[config.mk]
export PLATFORM = sky130hd
export DESIGN_NAME = uart_rx_axis_flat
export DESIGN_NICKNAME = d
export VERILOG_FILES = /design/src/rtl/uart_pkg.sv /design/src/rtl/uart_rx_axis_if.sv /design/src/rtl/uart_baud_tick.sv /design/src/rtl/uart_rx_axis.sv /design/src/flat_wrapper.sv
export SDC_FILE = /design/constraint.sdc
export NUM_CORES = 1
export LEC_CHECK = 0
export BUFFER_PORTS_ARGS = -buffer_cell sky130_fd_sc_hd__buf_4
export CAP_MARGIN = 20
export CORE_ASPECT_RATIO = 1.4
export CORE_MARGIN = 5
export CORE_UTILIZATION = 55
export DETAILED_ROUTE_END_ITERATION = 16
export PLACE_DENSITY = 0.73
export SLEW_MARGIN = 20
export SYNTH_ARGS = -nofsm -noshare
export SYNTH_HDL_FRONTEND = slang
export SYNTH_SLANG_ARGS = --single-unit
[constraint.sdc]
create_clock -name clk -period 2.64 [get_ports clk]
set_input_delay 0.132 -clock clk [delete_from_list [all_inputs] [get_ports clk]]
set_output_delay 0.132 -clock clk [all_outputs]
set_load 0.01 [all_outputs]
[src/rtl/uart_pkg.sv]
// Shared UART types and oversampling constants for the receive (and future transmit) path.
package uart_pkg;

  typedef enum logic [2:0] {
    IDLE,
    START,
    DATA,
    STOP,
    BREAK
  } rx_state_t;

  localparam int unsigned OVERSAMPLE = 16;
  localparam int unsigned START_MID  = 8;

endpackage

[src/rtl/uart_rx_axis_if.sv]
// AXI-Stream byte channel carrying received UART characters.
interface uart_rx_axis_if #(
  parameter int unsigned DATA_WIDTH = 8
);

  logic [DATA_WIDTH-1:0] tdata;
  logic                  tvalid;
  logic                  tready;
  logic                  tlast;

  modport master (output tdata, output tvalid, output tlast, input tready);
  modport slave  (input tdata, input tvalid, input tlast, output tready);

endinterface

[src/rtl/uart_baud_tick.sv]
// 16x oversampling tick generator; restart realigns the phase to a start-bit edge.
module uart_baud_tick
  import uart_pkg::*;
#(
  parameter int unsigned CLK_FREQ  = 50000000,
  parameter int unsigned BAUD_RATE = 115200
) (
  input  logic clk,
  input  logic rst_n,
  input  logic restart,
  output logic tick
);

  localparam int unsigned DIV_RAW = CLK_FREQ / (BAUD_RATE * OVERSAMPLE);
  localparam int unsigned DIV     = (DIV_RAW < 1) ? 1 : DIV_RAW;
  localparam int unsigned CNT_W   = (DIV > 1) ? $clog2(DIV) : 1;

  logic [CNT_W-1:0] r_cnt;
  logic             r_tick;

  always_ff @(posedge clk or negedge rst_n) begin
    if (!rst_n) begin
      r_cnt  <= '0;
      r_tick <= 1'b0;
    end else if (restart) begin
      r_cnt  <= '0;
      r_tick <= 1'b0;
    end else if (r_cnt == CNT_W'(DIV - 1)) begin
      r_cnt  <= '0;
      r_tick <= 1'b1;
    end else begin
      r_cnt  <= r_cnt + CNT_W'(1);
      r_tick <= 1'b0;
    end
  end

  assign tick = r_tick;

endmodule

[src/rtl/uart_rx_axis.sv]
// 8N1 UART receiver with a pending stage that frames messages by line idle (tlast).
module uart_rx_axis
  import uart_pkg::*;
#(
  parameter int unsigned DATA_WIDTH = 8,
  parameter int unsigned BAUD_RATE  = 115200,
  parameter int unsigned CLK_FREQ   = 50000000,
  parameter int unsigned IDLE_BITS  = 20
) (
  input  logic              clk,
  input  logic              rst_n,
  input  logic              uart_rxd,
  uart_rx_axis_if.master    rx_axis,
  output logic              frame_err,
  output logic              overrun
);

  localparam int unsigned OS_W       = $clog2(OVERSAMPLE);
  localparam int unsigned BIT_W      = $clog2(DATA_WIDTH + 1);
  localparam int unsigned IDLE_LIMIT = IDLE_BITS * OVERSAMPLE;
  localparam int unsigned IDLE_W     = $clog2(IDLE_LIMIT + 1);

  rx_state_t              r_state, w_state_nxt;
  logic [OS_W-1:0]        r_os_cnt, w_os_nxt;
  logic [BIT_W-1:0]       r_bit_cnt, w_bit_nxt;
  logic [DATA_WIDTH-1:0]  r_shift, w_shift_nxt;
  logic [1:0]             r_sync;
  logic                   r_rxd_prev;
  logic                   r_pend_valid;
  logic [DATA_WIDTH-1:0]  r_pend_data;
  logic [IDLE_W-1:0]      r_idle_cnt;
  logic                   r_tvalid, r_tlast, r_frame_err, r_overrun;
  logic [DATA_WIDTH-1:0]  r_tdata;
  logic                   w_rxd, w_fall, w_tick, w_restart, w_byte_done, w_frame_err;
  logic                   w_out_free, w_idle_hit;

  // Two-stage synchronizer; idle-high reset keeps a spurious start edge away
  always_ff @(posedge clk or negedge rst_n) begin
    if (!rst_n) begin
      r_sync     <= 2'b11;
      r_rxd_prev <= 1'b1;
    end else begin
      r_sync     <= {r_sync[0], uart_rxd};
      r_rxd_prev <= r_sync[1];
    end
  end

  assign w_rxd  = r_sync[1];
  assign w_fall = r_rxd_prev & ~w_rxd;

  uart_baud_tick #(
    .CLK_FREQ  (CLK_FREQ),
    .BAUD_RATE (BAUD_RATE)
  ) u_baud_tick (
    .clk     (clk),
    .rst_n   (rst_n),
    .restart (w_restart),
    .tick    (w_tick)
  );

  always_ff @(posedge clk or negedge rst_n) begin
    if (!rst_n) begin
      r_state   <= IDLE;
      r_os_cnt  <= '0;
      r_bit_cnt <= '0;
      r_shift   <= '0;
    end else begin
      r_state   <= w_state_nxt;
      r_os_cnt  <= w_os_nxt;
      r_bit_cnt <= w_bit_nxt;
      r_shift   <= w_shift_nxt;
    end
  end

  always_comb begin
    w_state_nxt = r_state;
    w_os_nxt    = r_os_cnt;
    w_bit_nxt   = r_bit_cnt;
    w_shift_nxt = r_shift;
    w_restart   = 1'b0;
    w_byte_done = 1'b0;
    w_frame_err = 1'b0;
    case (r_state)
      IDLE: begin
        if (w_fall) begin
          w_state_nxt = START;
          w_os_nxt    = '0;
          w_restart   = 1'b1;
        end
      end
      START: begin
        if (w_tick) begin
          if (r_os_cnt == OS_W'(START_MID - 1)) begin
            w_os_nxt    = '0;
            w_bit_nxt   = '0;
            w_state_nxt = w_rxd ? IDLE : DATA;
          end else begin
            w_os_nxt = r_os_cnt + OS_W'(1);
          end
        end
      end
      DATA: begin
        if (w_tick) begin
          if (r_os_cnt == OS_W'(OVERSAMPLE - 1)) begin
            w_os_nxt    = '0;
            w_shift_nxt = DATA_WIDTH'({w_rxd, r_shift} >> 1);
            w_bit_nxt   = r_bit_cnt + BIT_W'(1);
            if (r_bit_cnt == BIT_W'(DATA_WIDTH - 1)) begin
              w_state_nxt = STOP;
            end
          end else begin
            w_os_nxt = r_os_cnt + OS_W'(1);
          end
        end
      end
      STOP: begin
        if (w_tick) begin
          if (r_os_cnt == OS_W'(OVERSAMPLE - 1)) begin
            w_os_nxt = '0;
            if (w_rxd) begin
              w_byte_done = 1'b1;
              w_state_nxt = IDLE;
            end else begin
              w_frame_err = 1'b1;
              w_state_nxt = BREAK;
            end
          end else begin
            w_os_nxt = r_os_cnt + OS_W'(1);
          end
        end
      end
      BREAK: begin
        if (w_rxd) begin
          w_state_nxt = IDLE;
        end
      end
      default: w_state_nxt = IDLE;
    endcase
  end

  // Idle time after the last byte; any new character restarts the measurement
  always_ff @(posedge clk or negedge rst_n) begin
    if (!rst_n) begin
      r_idle_cnt <= '0;
    end else if ((r_state != IDLE) || !r_pend_valid) begin
      r_idle_cnt <= '0;
    end else if (w_tick && !w_idle_hit) begin
      r_idle_cnt <= r_idle_cnt + IDLE_W'(1);
    end
  end

  assign w_idle_hit = (r_idle_cnt == IDLE_W'(IDLE_LIMIT));
  assign w_out_free = ~r_tvalid | rx_axis.tready;

  always_ff @(posedge clk or negedge rst_n) begin
    if (!rst_n) begin
      r_pend_valid <= 1'b0;
      r_pend_data  <= '0;
      r_tvalid     <= 1'b0;
      r_tdata      <= '0;
      r_tlast      <= 1'b0;
      r_frame_err  <= 1'b0;
      r_overrun    <= 1'b0;
    end else begin
      r_frame_err <= w_frame_err;
      r_overrun   <= 1'b0;
      if (r_tvalid && rx_axis.tready) begin
        r_tvalid <= 1'b0;
      end
      if (w_byte_done) begin
        if (!r_pend_valid) begin
          r_pend_valid <= 1'b1;
          r_pend_data  <= r_shift;
        end else if (w_out_free) begin
          // A following byte proves the pending one was not the message end
          r_tvalid    <= 1'b1;
          r_tdata     <= r_pend_data;
          r_tlast     <= 1'b0;
          r_pend_data <= r_shift;
        end else begin
          r_overrun <= 1'b1;
        end
      end else if (r_pend_valid && w_idle_hit && w_out_free) begin
        r_tvalid     <= 1'b1;
        r_tdata      <= r_pend_data;
        r_tlast      <= 1'b1;
        r_pend_valid <= 1'b0;
      end
    end
  end

  assign rx_axis.tvalid = r_tvalid;
  assign rx_axis.tdata  = r_tdata;
  assign rx_axis.tlast  = r_tlast;
  assign frame_err      = r_frame_err;
  assign overrun        = r_overrun;

endmodule

[src/flat_wrapper.sv]
// flat-port wrapper written by rule: the top's interface ports become plain ports
module uart_rx_axis_flat import uart_pkg::*;
#(
  parameter int unsigned DATA_WIDTH = 8,
  parameter int unsigned BAUD_RATE  = 115200,
  parameter int unsigned CLK_FREQ   = 50000000,
  parameter int unsigned IDLE_BITS  = 20
)
  (clk, rst_n, uart_rxd, frame_err, overrun, rx_axis_tdata, rx_axis_tvalid, rx_axis_tlast, rx_axis_tready);
  uart_rx_axis_if #(.DATA_WIDTH(DATA_WIDTH)) rx_axis_i ();
  input  logic clk;
  input  logic rst_n;
  input  logic uart_rxd;
  output logic frame_err;
  output logic overrun;
  output wire logic [$bits(rx_axis_i.tdata)-1:0] rx_axis_tdata;
  output wire logic [$bits(rx_axis_i.tvalid)-1:0] rx_axis_tvalid;
  output wire logic [$bits(rx_axis_i.tlast)-1:0] rx_axis_tlast;
  input wire logic [$bits(rx_axis_i.tready)-1:0] rx_axis_tready;
  assign rx_axis_tdata = rx_axis_i.tdata;
  assign rx_axis_tvalid = rx_axis_i.tvalid;
  assign rx_axis_tlast = rx_axis_i.tlast;
  assign rx_axis_i.tready = rx_axis_tready;
  uart_rx_axis #(.DATA_WIDTH(DATA_WIDTH), .BAUD_RATE(BAUD_RATE), .CLK_FREQ(CLK_FREQ), .IDLE_BITS(IDLE_BITS)) u_core (.clk(clk), .rst_n(rst_n), .uart_rxd(uart_rxd), .rx_axis(rx_axis_i), .frame_err(frame_err), .overrun(overrun));
endmodule
==> results of run 1 <==
cell usage after synthesis, types with 2 or more instances:
cell	count
nand2b_1	2
a21oi_1	6
nor2_1	19
xnor2_1	5
a21o_1	2
xor2_1	7
nor4b_1	2
nor3b_1	2
nor2b_1	3
nor3_1	3
nand2_1	7
nand3b_1	2
mux2_4	8
inv_1	7
clkbuf_1	4
and3_1	2
ha_1	6
nand4_1	5
a31oi_1	2
or3_1	2
dfstp_2	3
nor4bb_1	2
mux2_2	18
o21ai_0	7
nand3_1	8
dfrtp_1	55
sequential cells by signal, summed over array words and instances (netlist names), 2 cells and up:
name / cells
u_core.r_pend_data: 8
u_core.r_state: 3
u_core.r_shift: 8
u_core.r_sync: 2
u_core.u_baud_tick.r_cnt: 5
u_core.r_idle_cnt: 9
u_core.rx_axis.tdata: 8
u_core.r_bit_cnt: 4
u_core.r_os_cnt: 4
routing by layer:
layer / vias to the layer above / wire [µm] / GRT usage
li1: 823 / - / -
met1: 808 / 2008 / 0.2211
met2: 23 / 2098 / 0.2406
met3: 10 / 175 / 0.06127
met4: 0 / 117 / 0.09453
met5: - / 0 / 0
area by class of cell:
cell class / count / area, µm² / area share
clock buffer: 9 / 123.9 / 0.04021
inverter: 7 / 26.28 / 0.008530
tap: 64 / 80.08 / 0.02600
timing repair buffer: 20 / 155.1 / 0.05037
multi-input combinational: 144 / 1137 / 0.3692
clock inverter: 7 / 102.6 / 0.03331
sequential: 58 / 1455 / 0.4724
report_power, final:
part	switching (mW)	internal, mW
sequential	0.0602	0.955
clock	0.372	0.538
combinational	0.116	0.103
worst max path at each step:
stage	from	endpoint	slack, ns	depth (start not counted)
5_1_grt	u_core.r_os_cnt[0]	u_core.r_pend_data[5]	0.15	5
3_5_place_dp	u_core.r_idle_cnt[0]	u_core.rx_axis.tdata[6]	0.31	6
3_3_place_gp	u_core.r_idle_cnt[0]	u_core.rx_axis.tdata[3]	0.31	6
6_report	u_core.r_idle_cnt[0]	u_core.rx_axis.tdata[6]	0.30	6
2_1_floorplan	u_core.r_idle_cnt[0]	u_core.rx_axis.tdata[0]	0.46	7
4_1_cts	u_core.r_idle_cnt[0]	u_core.rx_axis.tdata[6]	0.29	6
worst reg2reg max path: cells and delay by family (launching register included):
| family | cells | cell delay [ns] |
|---|---|---|
| AOI/OAI and AO/OA | 1 | 0.42 |
| adders and majority gates | 1 | 0.15 |
| buffers and inverters | 1 | 0.12 |
| DFF | 1 | 0.41 |
| muxes | 1 | 0.35 |
| and+or+nand+nor | 2 | 0.79 |
logic make-up (layout without fill, tap and decap cells):
logic type	Yosys count	count (layout)	synth area share
and+or+nand+nor	70	70	0.1586
xor gates and xnor gates	12	12	0.03966
adders and majority gates	6	6	0.02833
AOI/OAI and AO/OA	30	30	0.08074
DFF	58	58	0.5491
buffers and inverters	13	43	0.02172
muxes	26	26	0.1218
metrics by stage:
step / hold WS, ns / cell area (µm²)
4_1_cts: 0.09872 / 3080
2_1_floorplan: -0.1636 / 2650
5_1_grt: 0.1319 / 3080
6_report: 0.1179 / 3080
3_3_place_gp: 0.2352 / 2834
3_5_place_dp: 0.2364 / 2834
timing repair:
action                     4_1_cts  5_1_grt
hold endpoints to repair        56        0
hold buffers                     2        0
setup endpoints to repair        0        0
==> results.sh, run 1 <==
export IMPL_status="finished clean"
export IMPL_layout_setup_ws_ns=0.2968
export IMPL_async_flop_share=1.000
export IMPL_fp_dieH_um=92.13
export IMPL_die_area_mm2=0.006326
export IMPL_hold_path_class="in2reg"
export IMPL_p_leak_nw=1.417
export IMPL_cts_setup_buffers=0
export IMPL_diodes=0
export IMPL_clockBufferDepth=2
export IMPL_r2r_end="u_core.rx_axis.tdata[6]"
export IMPL_synthesis_area_mm2=0.002650
export IMPL_overflow=0
export IMPL_total_power_mw=2.144
export IMPL_synth_edf_count=0
export IMPL_track_usage=0.1699
export IMPL_antenna_found_initial=0
export IMPL_cts_sinks=58
export IMPL_hold_path_end="u_core.overrun"
export IMPL_avgViaCountPerCell=5.385
export IMPL_clock_skew_ns=0.008370
export IMPL_fin_crit_ns=2.343
export IMPL_core_area_mm2=0.004767
export IMPL_endpoint_kind="register"
export IMPL_ios=16
export IMPL_drv_cap=0
export IMPL_slowest_delay_ns=0.46
export IMPL_power_density_mw_per_mm2=696.2
export IMPL_r2r_start="u_core.r_idle_cnt[0]"
export IMPL_num_vias=1664
export IMPL_yosysSeqAreaShare=0.5491
export IMPL_syn_nets=225
export IMPL_rows=30
export IMPL_slowest_stage="or4b_4"
export IMPL_cp_required_ns=2.87
export IMPL_r2r_slack_ns=0.30
export IMPL_worstPathArrival_ns=2.57
export IMPL_crit_family="simple AND/OR/NAND/NOR gates"
export IMPL_layout_common_cells="dfrtp_1 (55), nor2_1 (19), mux2_2 (18), buf_4 (18), clkbuf_8 (9)"
export IMPL_irDropWorstVdd_v=0.0005861
export IMPL_cts_root_buffer="clkbuf_8"
export IMPL_grt_pass1_vias=1593
export IMPL_ctsResizeCount=0
export IMPL_mostFrequentLayoutCell="dfrtp_1"
export IMPL_worstMarginPinSlew_ns=0.7221
export IMPL_yosysTopAreaCell="dfrtp_1"
export IMPL_slew_headroom=0.5186
export IMPL_place_ws_ns=0.3061
export IMPL_fin_crit_sh=0.8876
export IMPL_drt_iter0_drc=62
export IMPL_hold_violations=0
export IMPL_whs_path_depth=4
export IMPL_path_cells="inv_1 -> ha_1 -> or4b_4 -> or2_0 -> a21oi_4 -> mux2_4"
export IMPL_avgRoutedWirePerCell_um=14.24
export IMPL_postSynthAreaPerCell_um2=12.33
export IMPL_antenna_left=0
export IMPL_dp_hpwl_um=2834
export IMPL_clk_pin_slew_worst_paths_ns=0.07
export IMPL_grt_pass1_wl_um=7776
export IMPL_ys_flop_type="dfrtp_1"
export IMPL_numCtsBuffers=9
export IMPL_setup_viol=0
export IMPL_placed_cells=291
export IMPL_drive_gt1_frac=0.2939
export IMPL_fin_setup_tns_ns=0
export IMPL_wirelength_um=4400
export IMPL_clk_insertion_delay_late_ns=0.34
export IMPL_area_growth_pct=16.24
export IMPL_critPathKind="reg2reg"
export IMPL_path_buf_inv=1
export IMPL_drc=0
export IMPL_io_buffers=15
export IMPL_ys_warn_count=0
export IMPL_utilization=0.6462
export IMPL_dr_pass1_iters=4
export IMPL_rsz0062_at_grt="no"
export IMPL_hp_start="rx_axis_tready"
export IMPL_cp_max_fo=8
export IMPL_reg2regPathDepth=6
export IMPL_finalNonFillerCells=309
export IMPL_cts_tree="built"
export IMPL_die_w_um=68.67
export IMPL_fin_nets=250
export IMPL_ys_ff_latch=58
export IMPL_nFillCells=387
export IMPL_drv_slew=0
export IMPL_synth_area_leaders="dfrtp_1 (52%), mux2_2 (7.6%), mux2_4 (4.5%), dfstp_2 (3.0%), ha_1 (2.8%)"
export IMPL_routabilityCongestion=0.7891
export IMPL_synth_top_cell_area_share=0.5194
export IMPL_synthCells=215
export IMPL_grt_max_degree=59
export IMPL_ys_types=52
export IMPL_cp_start_kind="register"
export IMPL_max_freq_mhz=426.8
export IMPL_initial_core_util=0.5559
export IMPL_cts_htree_levels=3
Power figures use the tool's default switching activity.
==> run 2, diff against run 1 <==
CORE_MARGIN = 2   (was 5)
==> run 2 against run 1 <==
Register-to-register slack got worse by 0.02 ns. Critical endpoint is now u_core.rx_axis.tdata[1]. Highest routed layer unchanged. Setup slack got worse by 0.018 ns. Clock skew up 0.0026 ns. First-iteration DRC count is 11% lower. Sequential share of layout area down 0.42 points. Largest power group unchanged. Global-route usage increased by 2.2 points. Sequential power barely moved.
==> results.sh, run 2 (synthesis results as in run 1) <==
export IMPL_worstMarginPinSlew_ns=0.7109
export IMPL_clk_pin_slew_worst_paths_ns=0.07
export IMPL_hold_path_class="in2reg"
export IMPL_avgRoutedWirePerCell_um=14.53
export IMPL_dp_hpwl_um=2984
export IMPL_cp_required_ns=2.85
export IMPL_irDropWorstVdd_v=0.0006829
export IMPL_cts_htree_levels=3
export IMPL_cp_start_kind="register"
export IMPL_fp_dieH_um=86.13
export IMPL_power_density_mw_per_mm2=712.5
export IMPL_fin_crit_ns=2.361
export IMPL_avgViaCountPerCell=5.531
export IMPL_layout_common_cells="dfrtp_1 (55), buf_4 (20), nor2_1 (19)"
export IMPL_track_usage=0.1923
export IMPL_slowest_stage="or4b_4"
export IMPL_cts_tree="built"
export IMPL_antenna_left=0
export IMPL_fin_setup_tns_ns=0
export IMPL_dr_pass1_iters=4
export IMPL_total_power_mw=2.215
export IMPL_largest_reg_flops=9
export IMPL_ios=16
export IMPL_slowest_delay_ns=0.46
export IMPL_crit_family="simple AND/OR/NAND/NOR gates"
export IMPL_mostFrequentLayoutCell="dfrtp_1"
export IMPL_antenna_found_initial=0
export IMPL_clock_skew_ns=0.01102
export IMPL_layout_setup_ws_ns=0.2792
export IMPL_drc=0
export IMPL_diodes=0
export IMPL_numCtsBuffers=9
export IMPL_utilization=0.6798
export IMPL_endpoint_kind="register"
export IMPL_grt_max_degree=59
export IMPL_cp_max_fo=8
export IMPL_area_growth_pct=17.28
export IMPL_met1Wirelength_um=2136
export IMPL_drv_cap=0
export IMPL_path_buf_inv=1
export IMPL_routabilityCongestion=0.8000
export IMPL_place_ws_ns=0.3000
export IMPL_critPathKind="reg2reg"
export IMPL_hold_violations=0
export IMPL_fin_crit_sh=0.8942
export IMPL_top_register="u_core.r_idle_cnt"
export IMPL_die_w_um=62.67
export IMPL_rsz0062_at_grt="no"
export IMPL_drv_slew=0
export IMPL_die_area_mm2=0.005397
export IMPL_worstPathArrival_ns=2.58
export IMPL_cts_root_buffer="clkbuf_8"
export IMPL_top_layer_used="met4"
export IMPL_status="finished clean"
export IMPL_cts_sinks=58
export IMPL_overflow=0
export IMPL_path_cells="inv_1 -> ha_1 -> or4b_4 -> or2_0 -> a21oi_4 -> mux2_4"
export IMPL_fin_nets=252
export IMPL_drt_iter0_drc=55
export IMPL_met3_length_um=166
export IMPL_wirelength_um=4491
export IMPL_clk_insertion_delay_late_ns=0.33
export IMPL_clockBufferDepth=2
export IMPL_io_buffers=15
export IMPL_grt_pass1_wl_um=7852
export IMPL_max_freq_mhz=423.6
export IMPL_core_area_mm2=0.004572
export IMPL_drive_gt1_frac=0.2996
export IMPL_ctsResizeCount=0
export IMPL_route_met2_wl_um=2089
export IMPL_slew_headroom=0.5260
export IMPL_initial_core_util=0.5796
export IMPL_rows=29
export IMPL_num_vias=1709
export IMPL_p_leak_nw=1.428
export IMPL_grt_pass1_vias=1690
export IMPL_setup_viol=0
-- run 2: routing by layer --
layer | global-route usage | up-vias
met1 | 0.2431 | 846
li1 | - | 826
met5 | 0 | -
met3 | 0.04987 | 9
met4 | 0.1434 | 0
met2 | 0.2854 | 28
-- run 2: report_power, final --
group | switching, mW | internal [mW]
Combinational | 0.117 | 0.104
Clock | 0.353 | 0.624
Sequential | 0.0612 | 0.955
-- run 2: path summary, 6_finish.rpt --
kind / startpoint / cells after the start / to / slack [ns]
setup reg to reg: u_core.r_idle_cnt[0] / 6 / u_core.rx_axis.tdata[1] / 0.28
min in group asynchronous: rst_n / 2 / u_core.r_os_cnt[2] / 0.39
hold / removal: rx_axis_tready / 4 / u_core.overrun / 0.12
max in group asynchronous: rst_n / 2 / u_core.r_idle_cnt[8] / 1.77
setup / recovery: u_core.r_idle_cnt[0] / 6 / u_core.rx_axis.tdata[1] / 0.28
hold reg to reg: u_core.r_sync[0] / 0 / u_core.r_sync[1] / 0.36
-- run 2: cell type report --
cell class                      count  area, µm²
Fill cell                         346       1464
Sequential cell                    58       1455
Multi-Input combinational cell    144       1137
Timing Repair Buffer               22      170.2
Clock buffer                        9      123.9
Clock inverter                      7      117.6
Tap cell                           62      77.57
Inverter                            7      26.28
-- run 2: per-stage QoR --
step	hold slack, ns	cells	area [µm²]
floorplan	-0.1636	215	2650
global placement	0.2334	291	2846
detailed placement	0.2353	291	2846
CTS	0.1062	309	3108
global route	0.1300	309	3108
finish	0.1177	309	3108
-- run 2: what timing repair did --
action                    in CTS  in global routing
hold buffers                   2                  0
setup buffers                  0                  0
hold endpoints to repair      56                  0
-- run 2: worst register-to-register path, cell delays in order, from the launching register on --
cell and delay [ns]:
dfrtp_1 0.41, inv_1 0.12, ha_1 0.16, or4b_4 0.46, or2_0 0.33, a21oi_4 0.42, mux2_4 0.34
